`src/rtl/lab2_pkg.sv`:
```
// Shared types and character constants for the lab2 adder sequencer.
// State encoding, byte classes and ASCII codes used on the rx/tx byte streams.
package lab2_pkg;

   typedef enum logic [2:0] {
      ST_IDLE     = 3'd0,
      ST_GOT_A    = 3'd1,
      ST_GOT_OP   = 3'd2,
      ST_LAUNCH   = 3'd3,
      ST_WAIT     = 3'd4,
      ST_SEND_RES = 3'd5,
      ST_SEND_NL  = 3'd6
   } state_t;

   typedef enum logic [2:0] {
      CLS_DIGIT = 3'd0,
      CLS_PLUS  = 3'd1,
      CLS_MINUS = 3'd2,
      CLS_CR    = 3'd3,
      CLS_OTHER = 3'd4
   } cls_t;

   localparam logic [7:0] CH_PLUS  = 8'h2B;
   localparam logic [7:0] CH_MINUS = 8'h2D;
   localparam logic [7:0] CH_CR    = 8'h0D;
   localparam logic [7:0] CH_LF    = 8'h0A;
   localparam logic [7:0] CH_ERR   = 8'h21;

   function automatic logic is_busy(input state_t s);
      return (s == ST_LAUNCH) || (s == ST_WAIT) || (s == ST_SEND_RES) || (s == ST_SEND_NL);
   endfunction

endpackage

```
`src/rtl/lab2_char_class.sv`:
```
// Combinational byte classifier: digit (0x30-0x3F), '+', '-', CR or other.
// Zero latency, no flow control.
module lab2_char_class
   import lab2_pkg::*;
(
   input  logic [7:0] i_data,
   output cls_t       o_cls
);

   always_comb begin
      o_cls = CLS_OTHER;
      if (i_data[7:4] == 4'h3)
         o_cls = CLS_DIGIT;
      else if (i_data == CH_PLUS)
         o_cls = CLS_PLUS;
      else if (i_data == CH_MINUS)
         o_cls = CLS_MINUS;
      else if (i_data == CH_CR)
         o_cls = CLS_CR;
   end

endmodule

```
`src/rtl/lab2_adder_seq_ctrl.sv`:
```
// Parses "<A><op><B>" from rx, launches the ASCII adder, returns result (+LF) on tx valid/ready.
// Optional WAIT watchdog enabled by defining ADDER_CTRL_TIMEOUT_EN.
module lab2_adder_seq_ctrl
   import lab2_pkg::*;
#(
   parameter int SEND_NL = 1
`ifdef ADDER_CTRL_TIMEOUT_EN
   ,
   parameter int TIMEOUT_CYC = 16
`endif
)(
   input  logic       clk,
   input  logic       rst,
   input  logic [7:0] rx_data,
   input  logic       rx_valid,
   input  logic [7:0] adder_data,
   input  logic       adder_rdy,
   input  logic       tx_ready,
   output logic [7:0] adder_r1,
   output logic [7:0] adder_r2,
   output logic       adder_subtract,
   output logic       adder_start,
   output logic [7:0] tx_data,
   output logic       tx_valid,
   output logic       busy,
   output logic       err,
   output logic       rx_ovf
);

   state_t     r_state;
   state_t     w_state_nxt;
   cls_t       w_cls;
   logic       w_ld_r1;
   logic       w_ld_r2;
   logic       w_ld_sub;
   logic       w_ld_tx;
   logic [7:0] w_tx_nxt;
   logic       w_err;
   logic       w_timeout;
   logic [7:0] r_r1;
   logic [7:0] r_r2;
   logic       r_sub;
   logic [7:0] r_tx_data;
   logic       r_ovf;

   lab2_char_class u_cls (
      .i_data (rx_data),
      .o_cls  (w_cls)
   );

`ifdef ADDER_CTRL_TIMEOUT_EN
   localparam int CNT_W = (TIMEOUT_CYC > 1) ? $clog2(TIMEOUT_CYC) : 1;
   localparam logic [CNT_W-1:0] CNT_LAST = CNT_W'(TIMEOUT_CYC - 1);

   logic [CNT_W-1:0] r_wait_cnt;

   always_ff @(posedge clk) begin
      if (rst || (r_state != ST_WAIT))
         r_wait_cnt <= '0;
      else if (r_wait_cnt != CNT_LAST)
         r_wait_cnt <= r_wait_cnt + 1'b1;
   end

   // A ready pulse on the last count cycle still wins over the timeout.
   assign w_timeout = (r_state == ST_WAIT) && (r_wait_cnt == CNT_LAST) && !adder_rdy;
`else
   assign w_timeout = 1'b0;
`endif

   always_comb begin
      w_state_nxt = r_state;
      w_ld_r1     = 1'b0;
      w_ld_r2     = 1'b0;
      w_ld_sub    = 1'b0;
      w_ld_tx     = 1'b0;
      w_tx_nxt    = r_tx_data;
      w_err       = 1'b0;
      unique case (r_state)
         ST_IDLE: begin
            if (rx_valid) begin
               case (w_cls)
                  CLS_DIGIT: begin
                     w_ld_r1     = 1'b1;
                     w_state_nxt = ST_GOT_A;
                  end
                  CLS_CR: w_state_nxt = ST_IDLE;
                  default: w_err = 1'b1;
               endcase
            end
         end
         ST_GOT_A: begin
            if (rx_valid) begin
               case (w_cls)
                  CLS_PLUS, CLS_MINUS: begin
                     w_ld_sub    = 1'b1;
                     w_state_nxt = ST_GOT_OP;
                  end
                  CLS_CR: w_state_nxt = ST_IDLE;
                  default: w_err = 1'b1;
               endcase
            end
         end
         ST_GOT_OP: begin
            if (rx_valid) begin
               case (w_cls)
                  CLS_DIGIT: begin
                     w_ld_r2     = 1'b1;
                     w_state_nxt = ST_LAUNCH;
                  end
                  CLS_CR: w_state_nxt = ST_IDLE;
                  default: w_err = 1'b1;
               endcase
            end
         end
         ST_LAUNCH: w_state_nxt = ST_WAIT;
         ST_WAIT: begin
            if (adder_rdy) begin
               w_ld_tx     = 1'b1;
               w_tx_nxt    = adder_data;
               w_state_nxt = ST_SEND_RES;
            end else if (w_timeout) begin
               w_err = 1'b1;
            end
         end
         ST_SEND_RES: begin
            if (tx_ready) begin
               if (SEND_NL != 0) begin
                  w_ld_tx     = 1'b1;
                  w_tx_nxt    = CH_LF;
                  w_state_nxt = ST_SEND_NL;
               end else begin
                  w_state_nxt = ST_IDLE;
               end
            end
         end
         ST_SEND_NL: begin
            if (tx_ready)
               w_state_nxt = ST_IDLE;
         end
         default: w_state_nxt = ST_IDLE;
      endcase
      // Any error (syntax or timeout) reports '!' through the normal result path.
      if (w_err) begin
         w_ld_tx     = 1'b1;
         w_tx_nxt    = CH_ERR;
         w_state_nxt = ST_SEND_RES;
      end
   end

   always_ff @(posedge clk) begin
      if (rst) begin
         r_state   <= ST_IDLE;
         r_r1      <= 8'h00;
         r_r2      <= 8'h00;
         r_sub     <= 1'b0;
         r_tx_data <= 8'h00;
         r_ovf     <= 1'b0;
      end else begin
         r_state <= w_state_nxt;
         if (w_ld_r1)
            r_r1 <= rx_data;
         if (w_ld_r2)
            r_r2 <= rx_data;
         if (w_ld_sub)
            r_sub <= (w_cls == CLS_MINUS);
         if (w_ld_tx)
            r_tx_data <= w_tx_nxt;
         if (rx_valid && is_busy(r_state))
            r_ovf <= 1'b1;
      end
   end

   assign adder_r1       = r_r1;
   assign adder_r2       = r_r2;
   assign adder_subtract = r_sub;
   assign adder_start    = (r_state == ST_LAUNCH);
   assign tx_data        = r_tx_data;
   assign tx_valid       = (r_state == ST_SEND_RES) || (r_state == ST_SEND_NL);
   assign busy           = is_busy(r_state);
   assign err            = w_err;
   assign rx_ovf         = r_ovf;

endmodule

```
`config.mk`:
```
export PLATFORM = sky130hd
export DESIGN_NAME = lab2_adder_seq_ctrl
export DESIGN_NICKNAME = d
export VERILOG_FILES = /design/src/rtl/lab2_pkg.sv /design/src/rtl/lab2_char_class.sv /design/src/rtl/lab2_adder_seq_ctrl.sv
export SDC_FILE = /design/constraint.sdc
export NUM_CORES = 1
export LEC_CHECK = 0
export CAP_MARGIN = 5
export CORE_MARGIN = 8
export CORE_UTILIZATION = 39
export DETAILED_ROUTE_END_ITERATION = 10
export PLACE_DENSITY = 0.83
export SLEW_MARGIN = 20
export SYNTH_ARGS = -nofsm -noshare
export SYNTH_HDL_FRONTEND = slang
export SYNTH_HIERARCHICAL = 1
export SYNTH_SLANG_ARGS = --single-unit
```
`constraint.sdc`:
```
create_clock -name clk -period 1.83 [get_ports clk]
set_input_delay 0.2745 -clock clk [delete_from_list [all_inputs] [get_ports clk]]
set_output_delay 0.2745 -clock clk [all_outputs]
set_load 0.1 [all_outputs]
```
Word level (Yosys, flattened, before mapping). Index checks and enable logic that the tools add are counted.

Latch bits: 0. Input port bits: 21. Word-level logic and storage cells: 89. Bits in read-only memories: 0. Memories: 0. Register bits after elaboration: 29. Memory bits (writable): 0.

$add $sub $neg: 0. Multiply operators: 0. Shift-type cells: 0. Bitwise gates (word level): 0. Eq/ne operators: 31. Magnitude comparators: 0. Mux-type cells: 35. Reductions and logical operators: 16. Divide/modulo/power cells: 0.

Operators with widths (count): $mux W3 (11); $ne A3 B3 Y1 const B (9); $mux W8 (3); $pmux W3 S7 (1); $pmux W3 S2 (3); $reduce_and A9 Y1 (2); $eq A8 B6 Y1 const B (2); $pmux W8 S2 (1); $mux W1 (14); $eq A3 B2 Y1 const B (4); $ne A2 B2 Y1 const B (6); $ne A4 B4 Y1 const B (3); $eq A3 B3 Y1 const B (3); $eq A8 B4 Y1 const B (1); $reduce_or A2 Y1 (4); $eq A3 B1 Y1 const B (2); $logic_not A3 Y1 (2); $eq A4 B2 Y1 const B (1); $logic_or A1 B1 Y1 (4); $pmux W1 S2 (2); $reduce_and A4 Y1 (1); $reduce_bool A3 Y1 (1); $reduce_or A3 Y1 (1); $logic_and A1 B1 Y1 (1).

Longest topological paths before layout. Gate-level depths: netlist of run 1.

Word-level depth: 12. Depth in mapped cells: 8. Depth with buffers taken out: 7.

Hierarchy. The synthesis of run 1 kept the hierarchy.

Modules (own cells, without submodules): lab2_adder_seq_ctrl (times used 1, cells each 148, seq. area each 580.6 um2, area an instance 1322.5 um2); lab2_char_class (times used 1, cells each 12, seq. area each 0.0 um2, area an instance 75.1 um2).

Least setup slack after synthesis of run 1. Ideal clock, no wire load.

Path type: reg2reg. Start point: register r_state[0]. End point: register r_ovf (netlist: rx_ovf). Data required time: 1.759 ns. Path slack: -0.840 ns. Stages on the path, launching flop included: 6. Clock period less this slack: 2.670 ns. Arrival time: 2.599 ns. Cells stage by stage: dfxtp_1 -> buf_2 -> nand2_1 -> xnor2_1 -> a21oi_1 -> nor2_1.

Word-level cells in the longest chain between the ends: 5. Elaborated cells on any way between the ends: 8. Classes of those cells: eq/ne: 4; reduce/logical: 4.

Ends and longest elaborated chain: start: declaration (line lab2_adder_seq_ctrl.sv:30) `state_t r_state;`; start signal: assignment (line lab2_adder_seq_ctrl.sv:159) `r_state <= w_state_nxt;`; $eq A3 B2 Y1 / $eq A3 B3 Y1 (equally long branches); $logic_or A1 B1 Y1 (2 in a row); $logic_or A1 B1 Y1 (*); net busy (line lab2_adder_seq_ctrl.sv:25) `output logic busy,`; $logic_and A1 B1 Y1 (*) (line lab2_adder_seq_ctrl.sv:168) `if (rx_valid && is_busy(r_state))`; end signal: assignment (line lab2_adder_seq_ctrl.sv:157) `r_ovf <= 1'b0;`; end signal: assignment (line lab2_adder_seq_ctrl.sv:169) `r_ovf <= 1'b1;`; end: declaration (line lab2_adder_seq_ctrl.sv:44) `logic r_ovf;`.

The timed path passes the listed nets; every way through them passes the cells marked *. A chain may end at the register's enable or synchronous reset.

Worst setup path in the final report of run 1.
Start point: input port rx_data[6]. End point: output port err.

Word-level cells in the longest chain between the ends: 10. Elaborated cells on any way between the ends: 19. Classes of those cells: eq/ne: 7; mux: 9; reduce/logical: 3.

Ends and longest elaborated chain: start: declaration (line lab2_adder_seq_ctrl.sv:14) `input logic [7:0] rx_data,`; $eq A8 B4 Y1 (line lab2_char_class.sv:18) `else if (i_data == CH_CR)`; $mux W3 (line lab2_char_class.sv:18); $mux W3 (line lab2_char_class.sv:16) `else if (i_data == CH_MINUS)`; $mux W3 (line lab2_char_class.sv:14) `else if (i_data == CH_PLUS)`; $mux W3 (*) (line lab2_char_class.sv:12) `if (i_data[7:4] == 4'h3)`; net w_cls[0] (line lab2_adder_seq_ctrl.sv:32) `cls_t w_cls;`; $eq A3 B2 Y1 (tied with other cells) (line lab2_adder_seq_ctrl.sv:93) `case (w_cls)`; $reduce_or A3 Y1 (no source line) / $reduce_or A2 Y1 (equally long branches); $mux W1, on equally long branches (line lab2_adder_seq_ctrl.sv:93, lab2_adder_seq_ctrl.sv:81, lab2_adder_seq_ctrl.sv:105); $mux W1, on equally long branches (line lab2_adder_seq_ctrl.sv:92, lab2_adder_seq_ctrl.sv:104); $pmux W1 S2 (*) (line lab2_adder_seq_ctrl.sv:78) `unique case (r_state)`; end: declaration (line lab2_adder_seq_ctrl.sv:26) `output logic err,`.

Marked as above.

==> reports/results.tsv, run 1 <==
stage	metric	value	unit
clock_tree	Clock Tree Root	clkbuf_4	
yosys	most common cell in the netlist	dfxtp_1	
placed_design	Placed Cells	280	
placed_design	dpl hpwl	3.16	mm
worst_hold_path	min-delay worst type	primary input to register	
setup_path	critical path peak fanout	3	
yosys	post-synth cell types	44	
setup_path	Data required, critical path	1.56	ns
sta	RSZ-0062 raised after global routing	true	
sta	Setup TNS	-1.75	ns
setup_path	R2R Path End	adder_r2[7]	
worst_hold_path	hold path endpoint	adder_r1[3]	
placed_design	dpl ws	-0.725	ns
placed_design	Post-DP Area	2180	sq um
setup_path	kind of start point of the critical path	primary input	
floorplanning	die height	75.9	um
drt	routed len/inst	15.3	um
yosys	average cell area after synthesis	8.73	sq um
setup_path	Crit-path slowest cell	a21oi_4	
clock_tree	Num CTS Buffers	5	
worst_hold_path	critical hold path startpoint	rx_data[3]	
yosys	post-synth top area cell	dfxtp_1	
sta	clock skew	0.0116	ns
clock_tree	htree depth	2	
yosys	Yosys reg bits	29	
sta	Worst Slack Setup Final	-0.249	ns
floorplanning	standard-cell rows	21	
pwr	Total Power Consumption	2.14	mW
drt	total vias in the final route	1497	
yosys	Top FF cell, synth	dfxtp_1	
setup_path	critical-path cell list	buf_6 -> nor2_4 -> nand4_1 -> a21oi_4 -> xor2_2 -> a211oi_2 -> or2_4 -> clkinvlp_4 -> buf_12	
pwr	worst vdd ir	0.638	mV
yosys	Post-synth top cells	dfxtp_1, nor2_1, mux2i_1, nand2_1, a21oi_1	
run	maxcap violations	0	
setup_path	worst reg-to-reg setup slack	0.06	ns
clock_tree	CTS Sinks	29	
finish	Inserted Diodes	0	
sta	minimum clock period	2.08	ns
finish	Final Cell Area	2400	sq um
yosys	Cell Area, Synth	1400	sq um
drt	ANT nets after route	0	
floorplanning	Die W	75.9	um
setup_path	Worst Setup End Kind	output port	
finish	fill count	255	
yosys	largest cells by area after synthesis	dfxtp_1, mux2i_1, nor2_1, a21oi_1, nand2_1	
worst_hold_path	hold path depth	3	
setup_path	kind of critical path	primary input to output port	
clock_tree	clock tree from TritonCTS	yes	
floorplanning	I/O pins	51	
sta	maximum clock rate	481	MHz
sta	Slew @ Worst Pin	0.356	ns
yosys	Synth top area share	0.415	
finish	layout cell share with drive strength beyond 1	0.440	
setup_path	reg2reg path depth	5	
sta	Hold Vio Cnt, Final	0	
pwr	leakage power	1.06	nW
finish	Area Overhead vs Synth	71.6	%
outcome	failing checks	setup timing	
yosys	Async SR Flop Fraction	0	
sta	final setup fails	17	
yosys	Seq/Total Area, Yosys	0.415	
clock_tree	Clk Latency, worst-skew pair	0.35	ns
drt	DRC	0	
outcome	run status	complete, but fails checks	
setup_path	r2r startpoint	r_state[0]	
yosys	Gate Count Post-Synth	160	
floorplanning	Die ar.	5750	sq um
sta	max-slew violations	0	
drt	drt first pass iters	4	
yosys	yosys warns	6	
global_routing	initial antenna violation count	0	
finish	non-filler instance count after layout	298	
setup_path	Max stage delay on crit path	0.28	ns
finish	final net count	272	
global_routing	first-pass GRT wire length	6.71	mm
yosys	Post-synth EDFFs	0	
sta	fin crit share	1.14	
yosys	Syn Nets	181	
drt	final WL	4.56	mm
floorplanning	starting density of the core	0.412	
drt	DRT iter0 DRCs	93	
sta	Max-Slew Margin vs Limit	0.757	
clock_tree	maximum root-to-sink buffer count	2	
placed_design	GPL Wtd Cong	0.889	
global_routing	GRT Total Usage	0.153	
pwr	PwrDens	893	nW/um^2
sta	worst hold slack	0.226	ns
floorplanning	Core Footprint	3390	sq um
placed_design	# port buffers	50	
global_routing	largest net degree at the start of global routing	18	
setup_path	crit path DAT	1.80	ns
finish	final core occ	0.708	
clock_tree	clk slew on worst S/H paths	0.11	ns
global_routing	number of global-route vias before repair	1471	
global_routing	Overflow after GRT	0	
drt	via density per instance	5.02	
==> cell families after synthesis <==
group,count (synthesis),synth area share
AND/OR/NAND/NOR,66,0.246
AO/OA/AOI/OAI,31,0.150
flip-flops,29,0.415
multiplexers,17,0.123
buffers and inverters,14,0.0466
XOR/XNOR,3,0.0188
==> critical path: cells and delay by family <==
family,cells,cell delay (ns)
simple gates,3,0.59
compound gates,2,0.38
buf+inv,3,0.34
xor+xnor,1,0.21
==> sequential cells by signal, summed over array words and instances (netlist names) <==
signal,cells
rx_ovf,1
adder_subtract,1
r_state,3
adder_r2,8
adder_r1,8
tx_data,8
==> cells in the final DEF, fill, tap and decap left out, drive strengths merged, types with 4 or more instances in the layout <==
cell,Yosys,routed
mux2i,16,16
nand2,12,12
nand3,8,8
a211oi,4,4
clkbuf,2,6
nor2,25,25
a21oi,10,10
clkdlybuf4s50,0,12
inv,7,6
dfxtp,29,29
buf,5,79
o21ai,4,4
==> worst max-delay path by stage <==
stage / startpoint / slack (ns) / endpoint
floorplan: rx_data[1] / -0.23 / err
global placement: rx_data[7] / -0.69 / err
detailed placement: rx_data[7] / -0.73 / err
CTS: rx_data[6] / -0.20 / err
global route: rx_data[6] / -0.30 / err
finish: rx_data[6] / -0.25 / err
==> routing by layer <==
metal  wire length [um]  track usage  vias to the layer above  part of all wire
met1               1950        0.166                      711              0.43
met2               2350        0.262                       32              0.52
met4                 43       0.0640                        0            0.0094
li1                   -            -                      750                 -
met3                216       0.0526                        4             0.047
met5                  0            0                        -                 0
==> layout make-up <==
type,instances,area (sq um),area share
tap,46,57.6,0.0240
timing repair buffer,91,805,0.335
multi-input combinational,117,870,0.363
inverter,7,30.0,0.0125
sequential,29,586,0.244
clock buffer,6,41.3,0.0172
clock inverter,2,10.0,0.00417
==> power by group <==
| group | internal, mW | switching (mW) | total, mW |
|---|---|---|---|
| sequential | 0.683 | 0.0605 | 0.743 |
| clock | 0.146 | 0.239 | 0.385 |
| combinational | 0.394 | 0.619 | 1.01 |
==> repair_timing <==
action	4_1_cts	5_1_grt
setup endpoints to repair	31	21
setup buffers	7	3
pin swaps	10	13
hold buffers	0	0
resized for setup	44	17
Power figures use the tool's default switching activity.
==> inputs of run 2 (changes only) <==
--- a/config.mk
+++ b/config.mk
@@ -6,10 +6,11 @@
 export NUM_CORES = 1
 export LEC_CHECK = 0
 export CAP_MARGIN = 5
-export CORE_MARGIN = 8
 export CORE_UTILIZATION = 39
+export CTS_CLUSTER_DIAMETER = 60
 export DETAILED_ROUTE_END_ITERATION = 10
 export PLACE_DENSITY = 0.83
+export SETUP_SLACK_MARGIN = 0.1
 export SLEW_MARGIN = 20
 export SYNTH_ARGS = -nofsm -noshare
 export SYNTH_HDL_FRONTEND = slang
==> reports/results.tsv, run 2 (same netlist as run 1, synthesis figures left out) <==
stage	metric	value	unit	change
drt	final WL	4.46	mm	-2.2%
placed_design	GPL Wtd Cong	0.841		-5.4%
worst_hold_path	hold path depth	3		unchanged
run	maxcap violations	0		unchanged
sta	maximum clock rate	462	MHz	-3.9%
global_routing	GRT Total Usage	0.231		+0.0787
finish	final net count	275		+1.1%
drt	ANT nets after route	0		unchanged
pwr	Total Power Consumption	2.22	mW	+3.6%
setup_path	Crit-path slowest cell	a211oi_2		
setup_path	R2R Path End	r_state[0]		
clock_tree	htree depth	2		unchanged
setup_path	critical path peak fanout	4		+1
global_routing	Overflow after GRT	0		unchanged
floorplanning	Core Footprint	3390	sq um	unchanged
clock_tree	CTS Sinks	29		unchanged
finish	Inserted Diodes	0		unchanged
pwr	PwrDens	890	nW/um^2	-0.31%
sta	RSZ-0062 raised after global routing	true		
setup_path	Worst Setup End Kind	output port		
global_routing	first-pass GRT wire length	6.37	mm	-5.0%
floorplanning	Die ar.	3830	sq um	-34%
floorplanning	Die W	61.9	um	-18%
sta	fin crit share	1.18		+0.0461
floorplanning	standard-cell rows	21		unchanged
placed_design	Post-DP Area	2180	sq um	-0.29%
finish	fill count	233		-8.6%
sta	Worst Slack Setup Final	-0.333	ns	-0.0844 ns
clock_tree	clk slew on worst S/H paths	0.09	ns	-0.02 ns
floorplanning	starting density of the core	0.412		unchanged
drt	DRT iter0 DRCs	27		-71%
setup_path	Crit path max-delay family	simple AND/OR/NAND/NOR gates		
outcome	run status	complete, but fails checks		
outcome	failing checks	setup timing		
global_routing	initial antenna violation count	0		unchanged
sta	minimum clock period	2.16	ns	+0.0844 ns
finish	Area Overhead vs Synth	78.4	%	
drt	drt first pass iters	4		unchanged
clock_tree	maximum root-to-sink buffer count	2		unchanged
worst_hold_path	min-delay worst type	primary input to register		
sta	max-slew violations	0		unchanged
worst_hold_path	hold path endpoint	adder_r2[5]		
sta	worst hold slack	0.245	ns	+0.0191 ns
floorplanning	I/O pins	51		unchanged
setup_path	critical-path cell list	buf_8 -> nor2_4 -> nand4_1 -> a21oi_4 -> xor2_2 -> a211oi_2 -> or2_4 -> clkinvlp_4 -> buf_12		
worst_hold_path	critical hold path startpoint	rx_data[5]		
drt	DRC	0		unchanged
finish	Final Cell Area	2490	sq um	+4.0%
finish	commonest non-fill, non-tap cell in the layout	buf_4		
clock_tree	Num CTS Buffers	5		unchanged
sta	Slew @ Worst Pin	0.420	ns	+0.0639 ns
finish	most frequent cells in the layout	buf_4, dfxtp_1, nor2_1, mux2i_1, buf_6		
setup_path	worst reg-to-reg setup slack	0.12	ns	+0.06 ns
clock_tree	Clock Tree Root	clkbuf_4		
setup_path	kind of start point of the critical path	primary input		
setup_path	kind of critical path	primary input to output port		
clock_tree	clock tree from TritonCTS	yes		
global_routing	number of global-route vias before repair	1441		-2.0%
global_routing	largest net degree at the start of global routing	17		-1
sta	clock skew	0.00578	ns	-0.00581 ns
clock_tree	CTS Hold Bufs	0		unchanged
setup_path	reg2reg path depth	7		+2
drt	via density per instance	5.15		+2.6%
finish	final core occ	0.736		+0.0281
setup_path	r2r startpoint	r_state[0]		
clock_tree	Clk Latency, worst-skew pair	0.32	ns	-0.03 ns
sta	Setup TNS	-2.47	ns	-0.714 ns
pwr	leakage power	1.10	nW	+3.9%
drt	routed len/inst	14.8	um	-3.2%
sta	Max-Slew Margin vs Limit	0.713		-0.0437
placed_design	# port buffers	50		unchanged
floorplanning	die height	61.9	um	-18%
setup_path	WP buf/inv	3		unchanged
setup_path	Max stage delay on crit path	0.29	ns	about the same
setup_path	crit path DAT	1.89	ns	+0.09 ns
sta	Hold Vio Cnt, Final	0		unchanged
drt	total vias in the final route	1551		+3.6%
setup_path	Data required, critical path	1.56	ns	about the same
finish	layout cell share with drive strength beyond 1	0.490		+0.0497
placed_design	dpl hpwl	2.83	mm	-10%
pwr	worst vdd ir	0.581	mV	-9.0%
sta	final setup fails	18		+1
[run 2: what timing repair did]
action,in CTS,in global routing
setup buffers,14,5
gates resized for setup,63,19
pin swaps,15,13
endpoints found under the setup margin,32,30
[run 2: layout make-up]
type	instances	area, sq um	share of cell area
clock buffer	5	37.5	0.0151
clock inverter	3	17.5	0.00702
inverter	7	30.0	0.0120
multi-input combinational	117	921	0.369
sequential	29	586	0.235
tap	46	57.6	0.0231
timing repair buffer	94	845	0.339
[run 2: through the flow]
step	instances	setup WS, ns
final	301	-0.333
after global routing	301	-0.403
after global placement	279	-0.722
after CTS	299	-0.301
after detailed placement	279	-0.722
after floorplan	160	-0.232
[run 2: per-layer routing]
layer,GRT usage,share of wire,vias to the layer above
li1,-,-,760
met1,0.293,0.44,738
met2,0.375,0.49,42
met3,0.0600,0.043,11
met4,0.0952,0.028,0
met5,0,0,-
[run 2: where the power goes]
part	internal (mW)	switching, mW	total [mW]
clock network	0.144	0.227	0.371
registers	0.682	0.0446	0.727
logic	0.445	0.676	1.12
total	1.27	0.947	2.22
[run 2: worst max-delay path by stage]
| stage | startpoint | endpoint | slack, ns | cells after the start |
|---|---|---|---|---|
| after floorplan | rx_data[1] | err | -0.23 | 7 |
| after global placement | rx_data[7] | err | -0.72 | 9 |
| after detailed placement | rx_data[6] | err | -0.72 | 9 |
| after CTS | rx_data[6] | err | -0.30 | 9 |
| after global routing | rx_data[7] | err | -0.40 | 9 |
| final | rx_data[7] | err | -0.33 | 9 |
[run 2: tightest hold or removal path: stages]
cell     delay (ns)
buf_2          0.12
mux2i_1        0.07
nor2_1         0.07
